$ cat src/rtl/mem_access_unit_if.sv
// Request/response handshake and data-memory bus of the memory access unit.
// The master modport is the unit itself; the slave modport is the CPU/memory side.
interface mem_access_unit_if;
  logic        req_valid;
  logic        req_ready;
  logic        req_we;
  logic [1:0]  req_size;
  logic        req_signed;
  logic [31:0] req_addr;
  logic [31:0] req_wdata;
  logic        resp_valid;
  logic [31:0] resp_rdata;
  logic        resp_err;
  logic [31:0] mem_address;
  logic [31:0] mem_Din;
  logic [31:0] mem_Dout;
  logic        memR;
  logic        memW;

  modport master (
    input  req_valid, req_we, req_size, req_signed, req_addr, req_wdata, mem_Dout,
    output req_ready, resp_valid, resp_rdata, resp_err, mem_address, mem_Din, memR, memW
  );

  modport slave (
    output req_valid, req_we, req_size, req_signed, req_addr, req_wdata, mem_Dout,
    input  req_ready, resp_valid, resp_rdata, resp_err, mem_address, mem_Din, memR, memW
  );
endinterface

$ cat src/rtl/mem_access_unit.sv
// Load/store controller for a little-endian 32-bit data memory: sub-word loads with
// extension, read-modify-write sub-word stores, alignment and range checking.
module mem_access_unit #(
  parameter int unsigned MEM_BYTES = 1024
) (
  input logic               clk,
  input logic               reset,
  mem_access_unit_if.master bus
);

  typedef enum logic [1:0] {StIdle, StRd, StWr, StResp} state_e;

  state_e      state_q, state_d;
  logic [31:0] addr_q, wdata_q, rword_q, rdata_q;
  logic [1:0]  size_q;
  logic        we_q, sgn_q, err_q;

  logic        req_err;
  logic [32:0] last_byte;
  logic [7:0]  ld_byte;
  logic [15:0] ld_half;
  logic [31:0] load_val, merge_word;

  logic accept;
  assign accept = (state_q == StIdle) && bus.req_valid;

  // Error priority: illegal size, half misaligned, word misaligned, out of range.
  always_comb begin
    case (bus.req_size)
      2'b00:   last_byte = {1'b0, bus.req_addr};
      2'b01:   last_byte = {1'b0, bus.req_addr} + 33'd1;
      default: last_byte = {1'b0, bus.req_addr} + 33'd3;
    endcase
    req_err = 1'b0;
    if (bus.req_size == 2'b11) begin
      req_err = 1'b1;
    end else if (bus.req_size == 2'b01 && bus.req_addr[0]) begin
      req_err = 1'b1;
    end else if (bus.req_size == 2'b10 && bus.req_addr[1:0] != 2'b00) begin
      req_err = 1'b1;
    end else if (last_byte >= 33'(MEM_BYTES)) begin
      req_err = 1'b1;
    end
  end

  always_comb begin
    ld_byte = bus.mem_Dout[{addr_q[1:0], 3'b000} +: 8];
    ld_half = bus.mem_Dout[{addr_q[1], 4'b0000} +: 16];
    case (size_q)
      2'b00:   load_val = {{24{sgn_q & ld_byte[7]}}, ld_byte};
      2'b01:   load_val = {{16{sgn_q & ld_half[15]}}, ld_half};
      default: load_val = bus.mem_Dout;
    endcase
  end

  // Sub-word stores patch the word captured during the read cycle.
  always_comb begin
    merge_word = rword_q;
    case (size_q)
      2'b00:   merge_word[{addr_q[1:0], 3'b000} +: 8] = wdata_q[7:0];
      2'b01:   merge_word[{addr_q[1], 4'b0000} +: 16] = wdata_q[15:0];
      default: merge_word = wdata_q;
    endcase
  end

  always_comb begin
    state_d = state_q;
    case (state_q)
      StIdle: begin
        if (bus.req_valid) begin
          if (req_err) begin
            state_d = StResp;
          end else if (bus.req_we && bus.req_size == 2'b10) begin
            state_d = StWr;
          end else begin
            state_d = StRd;
          end
        end
      end
      StRd:    state_d = we_q ? StWr : StResp;
      StWr:    state_d = StResp;
      StResp:  state_d = StIdle;
      default: state_d = StIdle;
    endcase
  end

  always_ff @(posedge clk or posedge reset) begin
    if (reset) begin
      state_q <= StIdle;
    end else begin
      state_q <= state_d;
    end
  end

  always_ff @(posedge clk or posedge reset) begin
    if (reset) begin
      addr_q  <= '0;
      wdata_q <= '0;
      rword_q <= '0;
      rdata_q <= '0;
      size_q  <= '0;
      we_q    <= 1'b0;
      sgn_q   <= 1'b0;
      err_q   <= 1'b0;
    end else begin
      if (accept) begin
        addr_q  <= bus.req_addr;
        wdata_q <= bus.req_wdata;
        size_q  <= bus.req_size;
        we_q    <= bus.req_we;
        sgn_q   <= bus.req_signed;
        err_q   <= req_err;
        rdata_q <= '0;
      end
      if (state_q == StRd) begin
        rword_q <= bus.mem_Dout;
        if (!we_q) begin
          rdata_q <= load_val;
        end
      end
    end
  end

  assign bus.req_ready   = (state_q == StIdle);
  assign bus.memR        = (state_q == StRd);
  assign bus.memW        = (state_q == StWr);
  assign bus.mem_address = (bus.memR || bus.memW) ? {addr_q[31:2], 2'b00} : 32'h0;
  assign bus.mem_Din     = bus.memW ? merge_word : 32'h0;
  assign bus.resp_valid  = (state_q == StResp);
  assign bus.resp_err    = (state_q == StResp) && err_q;
  assign bus.resp_rdata  = (state_q == StResp) ? rdata_q : 32'h0;

endmodule

$ cat src/flat_wrapper.sv
// flat-port wrapper written by rule: the top's interface ports become plain ports
module mem_access_unit_flat 
#(
  parameter int unsigned MEM_BYTES = 1024
)
  (clk, reset, bus_req_valid, bus_req_we, bus_req_size, bus_req_signed, bus_req_addr, bus_req_wdata, bus_mem_Dout, bus_req_ready, bus_resp_valid, bus_resp_rdata, bus_resp_err, bus_mem_address, bus_mem_Din, bus_memR, bus_memW);
  mem_access_unit_if bus_i ();
  input logic clk;
  input logic reset;
  input wire logic [$bits(bus_i.req_valid)-1:0] bus_req_valid;
  input wire logic [$bits(bus_i.req_we)-1:0] bus_req_we;
  input wire logic [$bits(bus_i.req_size)-1:0] bus_req_size;
  input wire logic [$bits(bus_i.req_signed)-1:0] bus_req_signed;
  input wire logic [$bits(bus_i.req_addr)-1:0] bus_req_addr;
  input wire logic [$bits(bus_i.req_wdata)-1:0] bus_req_wdata;
  input wire logic [$bits(bus_i.mem_Dout)-1:0] bus_mem_Dout;
  output wire logic [$bits(bus_i.req_ready)-1:0] bus_req_ready;
  output wire logic [$bits(bus_i.resp_valid)-1:0] bus_resp_valid;
  output wire logic [$bits(bus_i.resp_rdata)-1:0] bus_resp_rdata;
  output wire logic [$bits(bus_i.resp_err)-1:0] bus_resp_err;
  output wire logic [$bits(bus_i.mem_address)-1:0] bus_mem_address;
  output wire logic [$bits(bus_i.mem_Din)-1:0] bus_mem_Din;
  output wire logic [$bits(bus_i.memR)-1:0] bus_memR;
  output wire logic [$bits(bus_i.memW)-1:0] bus_memW;
  assign bus_i.req_valid = bus_req_valid;
  assign bus_i.req_we = bus_req_we;
  assign bus_i.req_size = bus_req_size;
  assign bus_i.req_signed = bus_req_signed;
  assign bus_i.req_addr = bus_req_addr;
  assign bus_i.req_wdata = bus_req_wdata;
  assign bus_i.mem_Dout = bus_mem_Dout;
  assign bus_req_ready = bus_i.req_ready;
  assign bus_resp_valid = bus_i.resp_valid;
  assign bus_resp_rdata = bus_i.resp_rdata;
  assign bus_resp_err = bus_i.resp_err;
  assign bus_mem_address = bus_i.mem_address;
  assign bus_mem_Din = bus_i.mem_Din;
  assign bus_memR = bus_i.memR;
  assign bus_memW = bus_i.memW;
  mem_access_unit #(.MEM_BYTES(MEM_BYTES)) u_core (.clk(clk), .reset(reset), .bus(bus_i));
endmodule
$ cat config.mk
export PLATFORM = sky130hd
export DESIGN_NAME = mem_access_unit_flat
export DESIGN_NICKNAME = d
export VERILOG_FILES = /design/src/rtl/mem_access_unit_if.sv /design/src/rtl/mem_access_unit.sv /design/src/flat_wrapper.sv
export SDC_FILE = /design/constraint.sdc
export NUM_CORES = 1
export LEC_CHECK = 0
export BUFFER_PORTS_ARGS = -buffer_cell sky130_fd_sc_hd__buf_4
export CAP_MARGIN = 10
export CORE_MARGIN = 2
export CORE_UTILIZATION = 40
export CTS_BUF_LIST = sky130_fd_sc_hd__clkbuf_8
export CTS_CLUSTER_SIZE = 25
export DETAILED_ROUTE_END_ITERATION = 6
export HOLD_SLACK_MARGIN = 0.06
export PLACE_DENSITY = 0.66
export SYNTH_ARGS = -nofsm -noshare
export SYNTH_HDL_FRONTEND = slang
export SYNTH_SLANG_ARGS = --single-unit
$ cat constraint.sdc
create_clock -name clk -period 4.95 [get_ports clk]
set_input_delay 1.2375 -clock clk [delete_from_list [all_inputs] [get_ports clk]]
set_output_delay 1.2375 -clock clk [all_outputs]
set_load 0.01 [all_outputs]
# Word level (Yosys, flattened, before mapping)

Index checks and enable logic that the tools add are counted.

Register bits after elaboration: 135
Input bits: 103
Output and inout bits: 101

Add/sub/neg operators: 4
Order comparisons: 1
Equal/unequal tests: 8
Shift-type cells: 6
Mux-type cells: 20
Bitwise logic cells: 2
Reductions and logical operators: 10

Operators by type and width:

| kind                      | count |
|---|---|
| $mux W32                  | 6 |
| $pmux W32 S2              | 2 |
| $pmux W33 S2              | 1 |
| $bwmux W32                | 2 |
| $add A32 B1 Y33 const B   | 1 |
| $add A32 B2 Y33 const B   | 1 |
| $ge A33 B11 Y1 const B    | 1 |
| $shift A16 B7 Y32 const A | 1 |
| $shift A8 B7 Y32 const A  | 1 |
| $shiftx A16 B7 Y32        | 1 |
| $shiftx A32 B6 Y16        | 1 |
| $shiftx A32 B6 Y8         | 1 |
| $shiftx A8 B7 Y32         | 1 |
| $neg A5 Y7                | 2 |
| $eq A2 B2 Y1 const B      | 4 |
| $pmux W2 S4               | 1 |
| $eq A2 B1 Y1 const B      | 3 |
| $logic_not A2 Y1          | 3 |
| $mux W2                   | 3 |
| $logic_and A1 B1 Y1       | 5 |
| $mux W1                   | 5 |
| $and A1 B1 Y1             | 2 |
| $ne A2 B2 Y1 const B      | 1 |
| $reduce_bool A2 Y1        | 1 |
| $logic_or A1 B1 Y1        | 1 |

# Longest topological paths before layout

Gate-level depths: netlist (run 1).

Depth in word-level cells: 10
Mapped depth: 11
Gate-level depth less buffers: 9

# Worst setup path after synthesis (run 1)

No wires, ideal clock.

Path kind: register -> output
Start: register u_core.addr_q[1]
End: output port bus_mem_Din[0]
Arrival: 2.431 ns
Setup slack: 1.282 ns
Cell stages (with the launch flop): 9
Path buffers: 2
Cells stage by stage: dfrtp_1 > buf_1 > inv_1 > clkbuf_1 > ha_1 > clkinv_1 > nor4_1 > a221oi_1 > nor2_1

Word-level cells in the longest chain between the ends: 5
Elaborated cells on any way between the ends: 10

Ends and longest elaborated chain:

| item                                       | line                                         | text |
|---|---|---|
| from (decl)                                | mem_access_unit.sv:14                        | `logic [31:0] addr_q, wdata_q, rword_q, rdata_q;` |
| from (signal assigned)                     | mem_access_unit.sv:107                       | `addr_q <= bus.req_addr;` |
| $neg A5 Y7, on equally long branches       | mem_access_unit.sv:61, mem_access_unit.sv:60 |  |
| $shiftx A16 B7 Y32 (tied with other cells) | mem_access_unit.sv:61                        | `2'b01: merge_word[{addr_q[1], 4'b0000} +: 16] = wdata_q[15:0];` |
| $bwmux W32, on equally long branches       | mem_access_unit.sv:61, mem_access_unit.sv:60 |  |
| $pmux W32 S2 *                             | mem_access_unit.sv:59                        | `case (size_q)` |
| $mux W32 *                                 | mem_access_unit.sv:128                       | `assign bus.mem_Din = bus.memW ? merge_word : 32'h0;` |
| to (decl)                                  | flat_wrapper.sv:22                           | `output wire logic [$bits(bus_i.mem_Din)-1:0] bus_mem_Din;` |

Mark *: on every way between the ends. The rest lies on a longest branch, timed or not.

# Final worst setup path (run 1)

Start: register u_core.addr_q[1]
End: output port bus_mem_Din[21]

Same word-level chain as after synthesis.

==> results of run 1 <==
==> layout by cell type, fill, tap and decap left out, types with 3 or more instances in the layout <==
| cell | netlist | routed |
|---|---|---|
| bufinv_16 | 0 | 3 |
| nor2_1 | 26 | 26 |
| a221oi_1 | 16 | 16 |
| clkbuf_8 | 0 | 22 |
| dfrtp_1 | 135 | 135 |
| inv_1 | 21 | 22 |
| xor2_1 | 3 | 3 |
| nor2b_1 | 10 | 10 |
| o221ai_1 | 8 | 8 |
| a221o_1 | 8 | 8 |
| nand2_1 | 71 | 70 |
| o22ai_1 | 4 | 4 |
| a222oi_1 | 6 | 6 |
| o21ai_0 | 56 | 56 |
| nand4_1 | 15 | 15 |
| o2111ai_1 | 3 | 3 |
| buf_4 | 2 | 212 |
| mux2i_1 | 10 | 10 |
| nor3b_1 | 3 | 3 |
| o21ai_1 | 9 | 9 |
| mux2_2 | 89 | 89 |
| ha_1 | 10 | 10 |
| and2_1 | 69 | 69 |
| nor4_1 | 6 | 6 |
| nor3_1 | 6 | 6 |
| a21oi_1 | 55 | 54 |
| nand3_1 | 12 | 12 |
| o211a_1 | 8 | 8 |
| nand2b_1 | 4 | 4 |
| and3_1 | 5 | 5 |
| a22o_1 | 13 | 13 |
==> power by group <==
part	switching, mW	internal [mW]
Combinational	1.64	1.52
Clock	0.423	0.559
Sequential	0.457	1.64
==> per-layer routing <==
metal  wire, µm  vias up  track usage [%]
li1           -     3148                -
met1      10100     3350             31.6
met2      11500      298             39.3
met3       1890       37             5.77
met4        695        0             8.53
met5          0        -                0
==> sequential cells by signal, indices dropped and copies added (netlist names) <==
register	cells
u_core.addr_q	32
u_core.err_q	1
u_core.rdata_q	32
u_core.rword_q	32
u_core.sgn_q	1
u_core.size_q	2
u_core.state_q	2
u_core.wdata_q	32
u_core.we_q	1
==> final cells by class <==
type	instances	area, µm²	share of cell area, %
multi-input combinational	559	3940	40.5
tap	234	293	3.01
clock buffer	22	303	3.12
clock inverter	9	124	1.27
timing repair buffer	212	1590	16.4
sequential	135	3380	34.8
inverter	23	91.3	0.940
==> worst max-delay path, cell delays in order (launching register included) <==
cell and delay [ns]:
dfrtp_1 0.63, inv_1 0.32, ha_1 0.43, nand4_1 0.12
o21ai_1 0.55, a221o_1 0.29, o211a_1 0.16, buf_4 0.12
==> metrics by stage <==
stage	hold WS (ns)	total power, mW	cell area [µm²]	setup slack, ns
after global placement	0.457	5.20	9290	1.28
after floorplan	0.442	3.94	7580	0.101
after global routing	0.498	6.65	9720	0.517
after CTS	0.483	6.26	9720	0.669
final	0.477	6.23	9720	0.660
after detailed placement	0.465	5.25	9290	1.18
==> cell families after synthesis <==
group | synth area share, %
buffers and inverters | 3.71
adder cells (fa/ha/maj) | 1.91
AO/OA/AOI/OAI | 17.6
multiplexers | 14.9
flip-flops | 44.6
other | 0.0495
XOR/XNOR | 0.578
AND/OR/NAND/NOR | 16.7
==> worst paths after layout <==
check / end / slack (ns) / cells past startpoint
max reg2reg: u_core.rdata_q[14] / 2.64 / 4
min in group asynchronous: u_core.addr_q[4] / 0.95 / 2
max: bus_mem_Din[21] / 0.66 / 7
min reg2reg: u_core.rdata_q[17] / 0.48 / 2
max in group asynchronous: u_core.addr_q[28] / 3.15 / 3
min: u_core.rdata_q[17] / 0.48 / 2
==> metrics.txt, run 1 <==
Placed Instances 1163; post-DR wirelength/cell 20.2 µm; post-route insts no fill 1194; Worst VDD drop 0.370 mV; Final Cycle Share 86.7%; die width 142 µm; Yosys Warn Count 0; All-Layer GR Usage 24.1%; fin crit period 4.29 ns; synth unique cells 62; full die area 0.0201 mm²; Clock Sinks 135; Die Height 142 µm; Power per Cell Area 642 mW/mm²; Root Driver clkbuf_8; Reg clk slew, reported paths 0.08 ns; core area 0.0186 mm²; CP Launch Point u_core.addr_q[1]; Crit Path Class flip-flop to output port; Initial Utilization 40.7%; min-delay src u_core.rdata_q[17]; sequential share of the synthesized area 44.6%; async set-reset flop share out of synthesis 100%; final core utilization 52.1%; leak pwr 4.47 nW; synth top area cells dfrtp_1 45%, mux2_2 13%, and2_1 5.7%, o21ai_0 3.7%, a21oi_1 3.6%; Final Max Tran Viols 0; Layout area overhead 28.2%; DR pass1 iterations 7; Routability Congestion 0.872; Worst-Skew Late Latency 0.44 ns; crit start category flip-flop; Synth area leader dfrtp_1; CTS H-tree lvls 4; RSZ-0062 raised after global routing no; HP Class flip-flop to flip-flop; Layout Nets 1062; share of layout cells above drive strength 1 35.5%; vias in the first global route 6744; final setup fails 0; # fillers 1753; DRC viols 0; Final Skew 0.0158 ns; # rows 50; Num CTS Buffers 17; Achievable Freq 0.233 GHz; total global routing overflow 0; Synth top cells by count 135 x dfrtp_1, 89 x mux2_2, 71 x nand2_1, 69 x and2_1, 56 x o21ai_0; crit path DAT 3.05 ns; share of the synthesized area in the top cell type 44.6%; main flop type after synthesis dfrtp_1; Vias 6833; CP Max Fanout 14; clk buf depth 2; first-pass GRT wire length 37400 µm; slew margin rel. 18.4%; Antenna Diode Count 0; Hold Vio Cnt, Final 0; FF+latch count, synth 135; Detailed Route WL 24200 µm; Syn Area/Cell 9.91 µm²; EDFF count, synth 0; hpwl dp 17700 µm; initial antenna violation count 0; postcts setup bufs 0; synthesized area 0.00758 mm²; # IOs 204; crit end category output port; count leader, synth dfrtp_1; Hold Buf Count CTS 0; worst r2r src u_core.addr_q[1]; number of DRC violations after detailed-routing iteration 0 531; Cells after Synth 765; pin count of the biggest net entering global routing 91; number of routed nets with antenna violations 0; Worst Max-Slew Pin Slew 1.22 ns; Resize count post-CTS 0; Req. time, crit path 3.71 ns; status finished clean; CTS tree done; max-cap viol count 0; Via density 5.72; PortBufs 201; Setup TNS Final 0 ns
(Power assumes the default switching activity.)
==> inputs of run 2 (changes only) <==
--- a/config.mk
+++ b/config.mk
@@ -7,6 +7,7 @@
 export LEC_CHECK = 0
 export BUFFER_PORTS_ARGS = -buffer_cell sky130_fd_sc_hd__buf_4
 export CAP_MARGIN = 10
+export CORE_ASPECT_RATIO = 1.5
 export CORE_MARGIN = 2
 export CORE_UTILIZATION = 40
 export CTS_BUF_LIST = sky130_fd_sc_hd__clkbuf_8
==> metrics.txt, run 2 (synthesis gave the netlist of run 1 again) <==
status finished clean; crit start category flip-flop; Antenna Diode Count 0 (unchanged); Worst-Skew Late Latency 0.45 ns (about the same); Routability Congestion 0.912 (+4.5%); Initial Utilization 40.9% (+0.21 points); slew margin rel. 34.9% (+17 points); Placement Setup Slack 1.06 ns (-0.117 ns); max-cap viol count 0 (unchanged); Detailed Route WL 25000 µm (+3.3%); # rows 61 (+22%); # IOs 204 (unchanged); Vias 6869 (+0.53%); Final Skew 0.0150 ns (-0.000791 ns); Setup TNS Final 0 ns (unchanged); leak pwr 4.46 nW (-0.24%); CP Max Fanout 14 (unchanged); Slowest-stage cell, CP dfrtp_1; post-DR wirelength/cell 20.6 µm (+1.6%); Root Driver clkbuf_8; total global routing overflow 0 (unchanged); worst setup margin 0.561 ns (-0.0990 ns); Power per Cell Area 644 mW/mm² (+0.34%); DRC viols 0 (unchanged); met3 Resource Use GR 5.36% (-0.41 points); Layout Nets 1063 (+0.094%); Worst Max-Slew Pin Slew 0.976 ns (-0.248 ns); Final Cycle Share 88.7% (+2.0 points); full die area 0.0201 mm² (+0.11%); Layout area overhead 28.5%; HP Class flip-flop to flip-flop; Achievable Freq 0.228 GHz (-2.3%); Placed Instances 1182 (+1.6%); Buf/Inv on CP 2 (unchanged); Hold Buf Count CTS 0 (unchanged); number of DRC violations after detailed-routing iteration 0 533 (+0.38%); commonest non-fill, non-tap cell in the layout buf_4; RSZ-0062 raised after global routing no; first-pass GRT wire length 38300 µm (+2.3%); slowest stage delay, CP 0.63 ns (about the same); initial antenna violation count 0 (unchanged); Crit Path Class flip-flop to output port; clk buf depth 2 (unchanged); Req. time, crit path 3.71 ns (about the same); fin crit period 4.39 ns (+0.0990 ns); Reg clk slew, reported paths 0.09 ns (about the same); post-route insts no fill 1214 (+1.7%); CTS tree done; hpwl dp 18400 µm (+3.7%); critical path cell sequence inv_1, ha_1, and4_1, nand2_1, o21ai_0, a222oi_1, nor2b_1, buf_4; crit end category output port; Clock Sinks 135 (unchanged); Final Max Tran Viols 0 (unchanged); Num CTS Buffers 17 (unchanged); pin count of the biggest net entering global routing 77 (-15%); postcts setup bufs 0 (unchanged); crit path DAT 3.15 ns (+0.10 ns); commonest non-fill, non-tap cells in the layout 213 x buf_4, 135 x dfrtp_1, 89 x mux2_2, 70 x nand2_1, 69 x and2_1; met2 GRT Util 42.1% (+2.8 points); DR pass1 iterations 7 (unchanged); core area 0.0185 mm² (-0.52%); number of routed nets with antenna violations 0 (unchanged); gr busiest metal met2; die width 116 µm (-18%); final setup fails 0 (unchanged); Resize count post-CTS 0 (unchanged); Die Height 173 µm (+22%); Via density 5.66 (-1.1%); Hold Vio Cnt, Final 0 (unchanged); PortBufs 201 (unchanged); All-Layer GR Usage 24.9% (+0.71 points); final core utilization 52.5% (+0.41 points); Worst VDD drop 0.337 mV (-9.0%); met1 usage 29.2% (-2.4 points); vias in the first global route 6875 (+1.9%); share of layout cells above drive strength 1 35.8% (+0.24 points); Worst path top cell family by delay flip-flops; CTS H-tree lvls 4 (unchanged)
==> run 2: cell types whose count changed in the layout (fill, tap and decap cells not counted) <==
| cell | delta |
|---|---|
| buf_4 | +1 |
| clkbuf_8 | -4 |
| clkinv_2 | -1 |
| clkinv_4 | +2 |
| clkinvlp_4 | +2 |
| inv_1 | -1 |
| inv_6 | +3 |
==> run 2: cell type report <==
cell class	count	area (µm²)
fill	1714	8800
multi-input combinational	559	3940
sequential	135	3380
timing repair buffer	213	1600
tap	252	315
clock buffer	18	248
clock inverter	14	174
inverter	23	91.3
==> run 2: through the flow <==
| stage | power, mW | hold WS (ns) | area, µm² |
|---|---|---|---|
| after floorplan | 3.94 | 0.442 | 7580 |
| after global placement | 5.24 | 0.453 | 9320 |
| after detailed placement | 5.28 | 0.463 | 9320 |
| after CTS | 6.29 | 0.481 | 9740 |
| after global routing | 6.67 | 0.510 | 9740 |
| final | 6.27 | 0.476 | 9740 |
==> run 2: report_power, final <==
group	internal [mW]	total [mW]	switching, mW
clock	0.516	0.990	0.475
sequential	1.64	2.07	0.435
combinational	1.52	3.21	1.69
total	3.67	6.27	2.60
==> run 2: layer usage <==
layer / share of wire (%) / up-vias
met5: 0 / -
met4: 4.9 / 0
met3: 7.5 / 66
met2: 50 / 329
met1: 37 / 3335
li1: - / 3139
==> run 2: worst paths after layout <==
check	cells after the start	to	slack, ns	startpoint
worst max-delay path	8	bus_mem_Din[9]	0.56	u_core.addr_q[1]
worst min-delay path	2	u_core.rdata_q[25]	0.48	u_core.rdata_q[25]
worst max register to register	4	u_core.rdata_q[14]	2.50	u_core.addr_q[1]
worst min register to register	2	u_core.rdata_q[25]	0.48	u_core.rdata_q[25]
max in group asynchronous	3	u_core.addr_q[29]	3.16	reset
min in group asynchronous	2	u_core.rdata_q[31]	0.89	reset
==> run 2: worst register-to-register path: cells and delay by family, from the launching register on <==
kind | cells | cell delay, ns
compound gates | 3 | 1.35
buf+inv | 1 | 0.37
flops | 1 | 0.63
